<file path="src/rtl/lsu_mem_ctrl.sv">
// Load/store endpoint between EX/MEM and a word-wide req/ack data memory.
// Lane-aligns stores, extends loads, splits misaligned accesses into two beats.
module lsu_mem_ctrl #(
   parameter bit          SPLIT_EN    = 1'b1,
   parameter int unsigned TIMEOUT_CYC = 255
) (
   input  logic        clk,
   input  logic        rst,
   input  logic        req_valid,
   output logic        req_ready,
   input  logic        MemRW,
   input  logic [1:0]  WSel,
   input  logic [2:0]  RSel,
   input  logic [31:0] addr,
   input  logic [31:0] wdata,
   output logic [31:0] rdata,
   output logic        done,
   output logic        err,
   output logic        mem_req,
   output logic        mem_we,
   output logic [31:0] mem_addr,
   output logic [3:0]  mem_be,
   output logic [31:0] mem_wdata,
   input  logic        mem_ack,
   input  logic [31:0] mem_rdata
);

   typedef enum logic [1:0] {IDLE, BEAT0, BEAT1, RESP} state_t;

   typedef struct packed {
      logic        load;
      logic        split;
      logic        reject;
      logic [1:0]  off;
      logic [2:0]  rsel;
      logic [3:0]  be_hi;
      logic [31:0] wd_hi;
   } acc_t;

   localparam int CW = (TIMEOUT_CYC > 1) ? $clog2(TIMEOUT_CYC) : 1;
   localparam logic [CW-1:0] TLAST = CW'(TIMEOUT_CYC - 1);

   state_t         state, state_n;
   acc_t           acc, acc_n;
   logic [CW-1:0]  tcnt, tcnt_n;
   logic [31:0]    rbuf_lo, rbuf_n;
   logic           mreq_n, we_n, done_n, err_n;
   logic [31:0]    addr_n, wd_n, rdata_n;
   logic [3:0]     be_n;

   logic           st_ok, ld_ok, mis;
   logic [3:0]     smask;
   logic [31:0]    wmask, sh, ld_res;
   logic [7:0]     be8;
   logic [63:0]    wd64, ld64;

   assign req_ready = (state == IDLE);

   // request decode: size mask, lane-shifted enables/data over an 8-byte window
   always_comb begin
      st_ok = MemRW && (WSel != 2'b11);
      ld_ok = !MemRW && (RSel inside {3'b000, 3'b010, 3'b011, 3'b100, 3'b101});
      smask = 4'b0001;
      if (MemRW) begin
         case (WSel)
            2'b01:   smask = 4'b0011;
            2'b10:   smask = 4'b1111;
            default: smask = 4'b0001;
         endcase
      end else begin
         case (RSel)
            3'b010, 3'b101: smask = 4'b0011;
            3'b011:         smask = 4'b1111;
            default:        smask = 4'b0001;
         endcase
      end
      wmask = {{8{smask[3]}}, {8{smask[2]}}, {8{smask[1]}}, {8{smask[0]}}};
      be8   = {4'b0000, smask} << addr[1:0];
      wd64  = {32'h0, wdata & wmask} << {addr[1:0], 3'b000};
      mis   = (be8[7:4] != 4'b0000);
   end

   // second beat's word sits above the captured first word
   always_comb begin
      ld64 = (state == BEAT1) ? {mem_rdata, rbuf_lo} : {32'h0, mem_rdata};
      sh   = 32'(ld64 >> {acc.off, 3'b000});
      case (acc.rsel)
         3'b000:  ld_res = {{24{sh[7]}}, sh[7:0]};
         3'b010:  ld_res = {{16{sh[15]}}, sh[15:0]};
         3'b100:  ld_res = {24'h0, sh[7:0]};
         3'b101:  ld_res = {16'h0, sh[15:0]};
         default: ld_res = sh;
      endcase
   end

   always_comb begin
      state_n = state;
      acc_n   = acc;
      tcnt_n  = tcnt;
      rbuf_n  = rbuf_lo;
      mreq_n  = mem_req;
      we_n    = mem_we;
      addr_n  = mem_addr;
      be_n    = mem_be;
      wd_n    = mem_wdata;
      rdata_n = rdata;
      done_n  = 1'b0;
      err_n   = 1'b0;
      case (state)
         IDLE: begin
            if (req_valid && (st_ok || ld_ok)) begin
               acc_n = '{load: ld_ok, split: mis, reject: mis && !SPLIT_EN,
                         off: addr[1:0], rsel: RSel, be_hi: be8[7:4], wd_hi: wd64[63:32]};
               state_n = BEAT0;
               tcnt_n  = '0;
               if (!(mis && !SPLIT_EN)) begin
                  mreq_n = 1'b1;
                  we_n   = MemRW;
                  addr_n = {addr[31:2], 2'b00};
                  be_n   = be8[3:0];
                  wd_n   = wd64[31:0];
               end
            end
         end
         BEAT0, BEAT1: begin
            if (state == BEAT0 && acc.reject) begin
               state_n = RESP;
               done_n  = 1'b1;
               err_n   = 1'b1;
            end else if (!mem_req) begin
               // idle cycle between beats; raise the second request
               mreq_n = 1'b1;
               tcnt_n = '0;
            end else if (mem_ack) begin
               mreq_n = 1'b0;
               if (state == BEAT0 && acc.split) begin
                  state_n = BEAT1;
                  rbuf_n  = mem_rdata;
                  addr_n  = mem_addr + 32'd4;
                  be_n    = acc.be_hi;
                  wd_n    = acc.wd_hi;
               end else begin
                  state_n = RESP;
                  done_n  = 1'b1;
                  if (acc.load) rdata_n = ld_res;
               end
            end else if (TIMEOUT_CYC != 0 && tcnt == TLAST) begin
               mreq_n  = 1'b0;
               state_n = RESP;
               done_n  = 1'b1;
               err_n   = 1'b1;
            end else begin
               tcnt_n = tcnt + CW'(1);
            end
         end
         RESP:    state_n = IDLE;
         default: state_n = IDLE;
      endcase
   end

   always_ff @(posedge clk) begin
      if (rst) begin
         state     <= IDLE;
         acc       <= '0;
         tcnt      <= '0;
         rbuf_lo   <= '0;
         mem_req   <= 1'b0;
         mem_we    <= 1'b0;
         mem_addr  <= '0;
         mem_be    <= '0;
         mem_wdata <= '0;
         rdata     <= '0;
         done      <= 1'b0;
         err       <= 1'b0;
      end else begin
         state     <= state_n;
         acc       <= acc_n;
         tcnt      <= tcnt_n;
         rbuf_lo   <= rbuf_n;
         mem_req   <= mreq_n;
         mem_we    <= we_n;
         mem_addr  <= addr_n;
         mem_be    <= be_n;
         mem_wdata <= wd_n;
         rdata     <= rdata_n;
         done      <= done_n;
         err       <= err_n;
      end
   end

endmodule
</file>
<file path="config.mk">
export PLATFORM = sky130hd
export DESIGN_NAME = lsu_mem_ctrl
export DESIGN_NICKNAME = d
export VERILOG_FILES = /design/src/rtl/lsu_mem_ctrl.sv
export SDC_FILE = /design/constraint.sdc
export NUM_CORES = 1
export LEC_CHECK = 0
export BUFFER_PORTS_ARGS = -buffer_cell sky130_fd_sc_hd__buf_2
export CELL_PAD_IN_SITES_DETAIL_PLACEMENT = 0
export CELL_PAD_IN_SITES_GLOBAL_PLACEMENT = 2
export CORE_UTILIZATION = 34
export CTS_CLUSTER_SIZE = 40
export DETAILED_ROUTE_END_ITERATION = 10
export GPL_TIMING_DRIVEN = 0
export PLACE_DENSITY_LB_ADDON = 0.1
export RECOVER_POWER = 50
export SKIP_CTS_REPAIR_TIMING = 1
export SLEW_MARGIN = 10
export SYNTH_ARGS = -nofsm -noshare
export SYNTH_HDL_FRONTEND = slang
export SYNTH_SLANG_ARGS = --single-unit
</file>
<file path="constraint.sdc">
create_clock -name clk -period 3.6 [get_ports clk]
set_input_delay 0.36 -clock clk [delete_from_list [all_inputs] [get_ports clk]]
set_output_delay 0.36 -clock clk [all_outputs]
set_load 0.03 [all_outputs]
</file>
Word level (Yosys, flattened, before mapping)
Cells that the tools add are included.
- add/subtract/negate cells: 2
- equal/unequal tests: 21
- shifts and indexed selects: 3
- mux-type cells: 39
- bitwise logic cells: 4
- reductions and logical operators: 23
- operators by type and width (cell ; count):
    $mux 32 ; 8
    $pmux 32 s2 ; 2
    $pmux 32 s4 ; 1
    $mux 64 ; 1
    $shl 32x5->64 ; 1
    $shr 64x5->32 ; 1
    $add 32x3->32 const B ; 1
    $and 32x32->32 ; 1
    $mux 8 ; 4
    $pmux 4 s2 ; 3
    $mux 4 ; 5
    $pmux 8 s2 ; 1
    $eq 3x3->1 const B ; 4
    $reduce_and 5->1 ; 2
    $eq 3x2->1 const B ; 3
    $ne 3x3->1 const B ; 3
    $add 8x1->8 const B ; 1
    $eq 8x8->1 const B ; 1
    $mux 1 ; 8
    $mux 2 ; 4
    $ne 2x2->1 const B ; 4
    $reduce_and 4->1 ; 2
    $shl 4x2->8 ; 1
    $eq 2x2->1 const B ; 3
    18 further kinds ; 27
- bits in registers: 189
- input port bits: 106
- output and inout bits: 105
- word-level logic and storage cells: 109

Logic depth before layout (Yosys ltp)
- word-level depth: 8
- depth in mapped cells: 11
- depth with buffers taken out: 7

Worst setup path before layout
No wires, ideal clock.
- kind: register -> register
- start: reg mem_addr[2]
- end: reg mem_addr[26]
- setup time: 137 ps
- arrival: 2287 ps
- slack: 1176 ps
- stages on the path, launching flop included: 8
- path buffers: 1
- path through: dfxtp_1 -> ha_1 -> nand3_1 -> or4_2 -> clkbuf_1 -> or3_1 -> o21ai_0 -> a211oi_1
- cells in the longest elaborated chain, start to end: 5
- ends and longest elaborated chain (item ; line ; RTL):
    start, declared ; 21 ; output logic [31:0] mem_addr,
    start signal, assigned ; 182 ; mem_addr <= addr_n;
    $add 32x3->32 ; 139 ; addr_n = mem_addr + 32'd4;
    $mux 32 ; 136 ; if (state == BEAT0 && acc.split) begin
    $mux 32 ; 134 ; end else if (mem_ack) begin
    $mux 32 ; 130 ; end else if (!mem_req) begin
    $pmux 32 s2 ; 109 ; case (state)
No other way between the ends. The select of a mux whose other input is x is not followed.
A chain may end at the register's enable or synchronous reset.

Final worst setup path
- start: reg state[1]
- end: reg rdata[18]
- cells in the longest elaborated chain, start to end: 4
- elaborated cells between the ends (all ways): 9
- ends and longest elaborated chain (item ; line ; RTL):
    start, declared ; 43 ; state_t state, state_n;
    start signal, assigned ; 176 ; state <= state_n;
    $eq 2x2->1 or $eq 2x1->1 (tied branches) ; n/a ;
    $mux 64 or $logic_and 1x1->1 (tied branches) ; 85, 136 ;
    $shr 64x5->32 or $not 1->1 (tied branches) ; n/a ;
    $pmux 32 s4 or $reduce_and 5->1 (tied branches) ; n/a ;
    end signal, assigned ; 185 ; rdata <= rdata_n;
    end, declared ; 16 ; output logic [31:0] rdata,
Several ways; a longest one is shown, not always the timed one.

==> impl_metrics.sql <==
INSERT INTO impl_metrics (metric_group, metric, value, unit) VALUES
('global_route', 'antenna_found_initial', '0', ''),
('floorplanning', 'initial_core_util', '34.7', '%'),
('worst_setup_path', 'timing.setup.critical_path_class', 'flop to flop', ''),
('clocking', 'cts_inserted_buffers', '17', ''),
('synth', 'synth-warning-count', '0', ''),
('worst_setup_path', 'timing.critical_path.required', '3.89', 'ns'),
('synth', 'asyncSetResetFlopFracSynth', '0', '%'),
('synth', 'synthesis.area', '9380', 'um2'),
('sta', 'finalSetupTns', '0', 'ns'),
('power_and_ir_drop', 'p_leak', '3.82', 'nW'),
('floorplanning', 'core_area', '27000', 'um2'),
('drt', 'num_vias', '9859', ''),
('synth', 'count_of_cell_types_in_the_netlist', '65', ''),
('final_layout', 'layout.area.seq', '3560', 'um2'),
('sta', 'timing.final.crit_period', '3.25', 'ns'),
('place', 'numPortBuffers', '204', ''),
('final_layout', 'multi_input_gate_area_in_the_final_layout', '5390', 'um2'),
('place', 'place_hpwl', '29100', 'um'),
('clocking', 'root_buffer', 'sky130_fd_sc_hd__clkbuf_16', ''),
('worst_setup_path', 'worst_path_dominant_cell_family', 'buffers and inverters', ''),
('final_layout', 'fin_nets', '1476', ''),
('clocking', 'bufs_on_longest_clock_path', '2', ''),
('global_route', 'first_pass_grt_wire_length', '57600', 'um'),
('place', 'gp_congestion', '0.926', ''),
('sta', 'final_hold_viol_count', '0', ''),
('floorplanning', 'design.portCount', '211', ''),
('drt', 'firstDrtPassIters', '6', ''),
('worst_setup_path', 'crit_path_top_delay_cell', 'sky130_fd_sc_hd__a211oi_2', ''),
('clocking', 'worstSkewPairLatency', '0.44', 'ns'),
('power_and_ir_drop', 'vdd_drop_max', '0.000289', 'V'),
('run_status', 'run_status', 'finished clean', ''),
('place', 'place.detailed.instances', '1682', ''),
('place', 'detailed_place.area', '10800', 'um2'),
('sta', 'pins_over_slew_limit', '0', ''),
('floorplanning', 'die_height', '168', 'um'),
('worst_setup_path', 'most_frequent_cell_on_the_critical_path', 'sky130_fd_sc_hd__clkbuf_1', ''),
('final_layout', 'instances_no_fill', '1714', ''),
('global_route', 'global_route.usage.total', '26.9', '%'),
('hold_path', 'timing.hold.worst.class', 'input port to flop', ''),
('clocking', 'cts_tree', 'yes', ''),
('synth', 'ys_seq_elements', '178', ''),
('worst_setup_path', 'worst-path-buf-inv', '4', ''),
('sta', 'rsz0062_at_grt', 'false', ''),
('global_route', 'grt_start_max_net_pins', '17', ''),
('worst_setup_path', 'timing.critical_path.arrival', '3.54', 'ns'),
('worst_setup_path', 'critical_path.max_stage_delay', '0.62', 'ns'),
('final_layout', 'final_layout_size_suffix_gt1_share', '13.8', '%'),
('final_layout', 'leading_cell_type_in_the_layout_fill_and_taps_excluded', 'sky130_fd_sc_hd__clkbuf_1', ''),
('global_route', 'grt-ovfl-total', '0', ''),
('power_and_ir_drop', 'powerDensity', '520', 'nW/um2'),
('floorplanning', 'cell_row_count', '60', ''),
('worst_setup_path', 'critical_path_maximum_fanout', '10', ''),
('worst_setup_path', 'critical_path.cell_chain', 'inv_1 > ha_1 > buf_2 > nand2_1 > a211oi_2 > nor2b_1 > clkbuf_1 > clkbuf_1 > a211oi_1', ''),
('synth', 'synth_edf_count', '0', ''),
('clocking', 'h-tree-depth', '4', ''),
('drt', 'drt-initial-drc-count', '788', ''),
('drt', 'final_antenna_net_count', '0', ''),
('final_layout', 'syn2layout_area_growth', '20.3', '%'),
('worst_setup_path', 'type_of_element_capturing_the_critical_path', 'flop', ''),
('drt', 'post_drt_via_cell_ratio', '5.75', ''),
('global_route', 'grt_pass1_vias', '9364', ''),
('sta', 'fmax', '308', 'MHz'),
('sta', 'finalSetupViolCount', '0', ''),
('final_layout', 'most-common-layout-cells', 'sky130_fd_sc_hd__clkbuf_1, sky130_fd_sc_hd__dfxtp_1, sky130_fd_sc_hd__nand2_1', ''),
('synth', 'syn_area_per_cell', '8.26', 'um2'),
('power_and_ir_drop', 'fin_total_pwr', '5.87', 'mW'),
('final_layout', 'layout.filler_cells', '2918', ''),
('floorplanning', 'die_w', '168', 'um'),
('sta', 'timing_worst_slew_pin_value', '1.24', 'ns'),
('drt', 'routed_wire_length_per_instance', '22.2', 'um'),
('synth', 'synth_seq_area_share', '38.0', '%');
-- layer usage --
metal,up-vias,GRT usage (%),wire (um)
met3,48,4.54,2110
met4,0,9.72,1110
met1,4737,35.9,17200
met5,-,0,0
met2,355,43.6,17700
li1,4719,-,-
-- worst reg2reg max path, delay by kind of cell, from the launching register on --
| family | cells | cell delay (ns) |
|---|---|---|
| buffers and inverters | 4 | 1.16 |
| flip-flops | 1 | 0.41 |
| AND/OR/NAND/NOR | 2 | 0.52 |
| adder cells (fa/ha/maj) | 1 | 0.27 |
| AO/OA/AOI/OAI | 2 | 0.77 |
-- cell type report --
| cell class | instances | share of cell area, % |
|---|---|---|
| multi-input combinational | 847 | 47.8 |
| sequential | 178 | 31.6 |
| timing repair buffer | 204 | 7.90 |
| clock buffer | 21 | 4.26 |
| tap | 341 | 3.78 |
| buffer | 102 | 3.55 |
| clock inverter | 11 | 0.831 |
| inverter | 10 | 0.333 |
-- synthesized netlist by cell type (17+ instances only) --
| library cell | instances | area share, % |
|---|---|---|
| sky130_fd_sc_hd__nand2_1 | 150 | 6.0 |
| sky130_fd_sc_hd__mux2i_1 | 47 | 5.0 |
| sky130_fd_sc_hd__o21ai_0 | 39 | 2.1 |
| sky130_fd_sc_hd__nor3_1 | 39 | 2.1 |
| sky130_fd_sc_hd__dfxtp_1 | 178 | 38 |
| sky130_fd_sc_hd__nor2_1 | 93 | 3.7 |
| sky130_fd_sc_hd__a21oi_1 | 96 | 5.1 |
| sky130_fd_sc_hd__a211oi_1 | 56 | 4.5 |
| sky130_fd_sc_hd__nand3_1 | 37 | 2.0 |
| sky130_fd_sc_hd__a22oi_1 | 29 | 2.3 |
| sky130_fd_sc_hd__clkbuf_1 | 84 | 3.4 |
| sky130_fd_sc_hd__mux2_2 | 17 | 2.0 |
-- registers in the layout, summed over array words and instances, names as in the netlist --
signal and count:
acc 34, mem_wdata 32, rbuf_lo 32, rdata 32, mem_addr 30, tcnt 8, mem_be 4, state 2
done 1, err 1, mem_req 1, mem_we 1
-- kinds of logic (layout without fill, tap and decap cells) --
kind of cell	after synthesis	after routing	share of synthesized area, %
compound gates	359	359	26.7
fa+ha+maj	10	10	1.33
buf+inv	112	348	4.68
flops	178	178	38.0
mux	73	73	9.22
other cells	1	2	0.0400
simple gates	403	403	20.0
-- path summary, 6_finish.rpt --
| kind | slack (ns) | cells after the start | endpoint | start |
|---|---|---|---|---|
| max | 0.35 | 9 | rdata[18] | state[1] |
| min | 0.16 | 3 | rbuf_lo[29] | mem_rdata[29] |
| max reg2reg | 0.35 | 9 | rdata[18] | state[1] |
| min reg2reg | 0.46 | 2 | rbuf_lo[29] | rbuf_lo[29] |
-- stage by stage --
step | hold slack [ns] | setup slack, ns | utilization, %
6_report | 0.164 | 0.348 | 41.8
5_1_grt | 0.160 | 0.141 | 41.8
4_1_cts | 0.150 | -0.00972 | 42.2
3_5_place_dp | 0.448 | 0.0300 | 40.1
3_3_place_gp | 0.438 | 0.0732 | 40.1
2_1_floorplan | 0.432 | 1.18 | -
-- power by group --
part           switching [mW]  leakage, nW  internal (mW)
logic                    1.22         2.09          0.471
registers               0.169         1.45           2.13
clock network           0.905        0.289          0.981
Power figures use the tool's default switching activity.
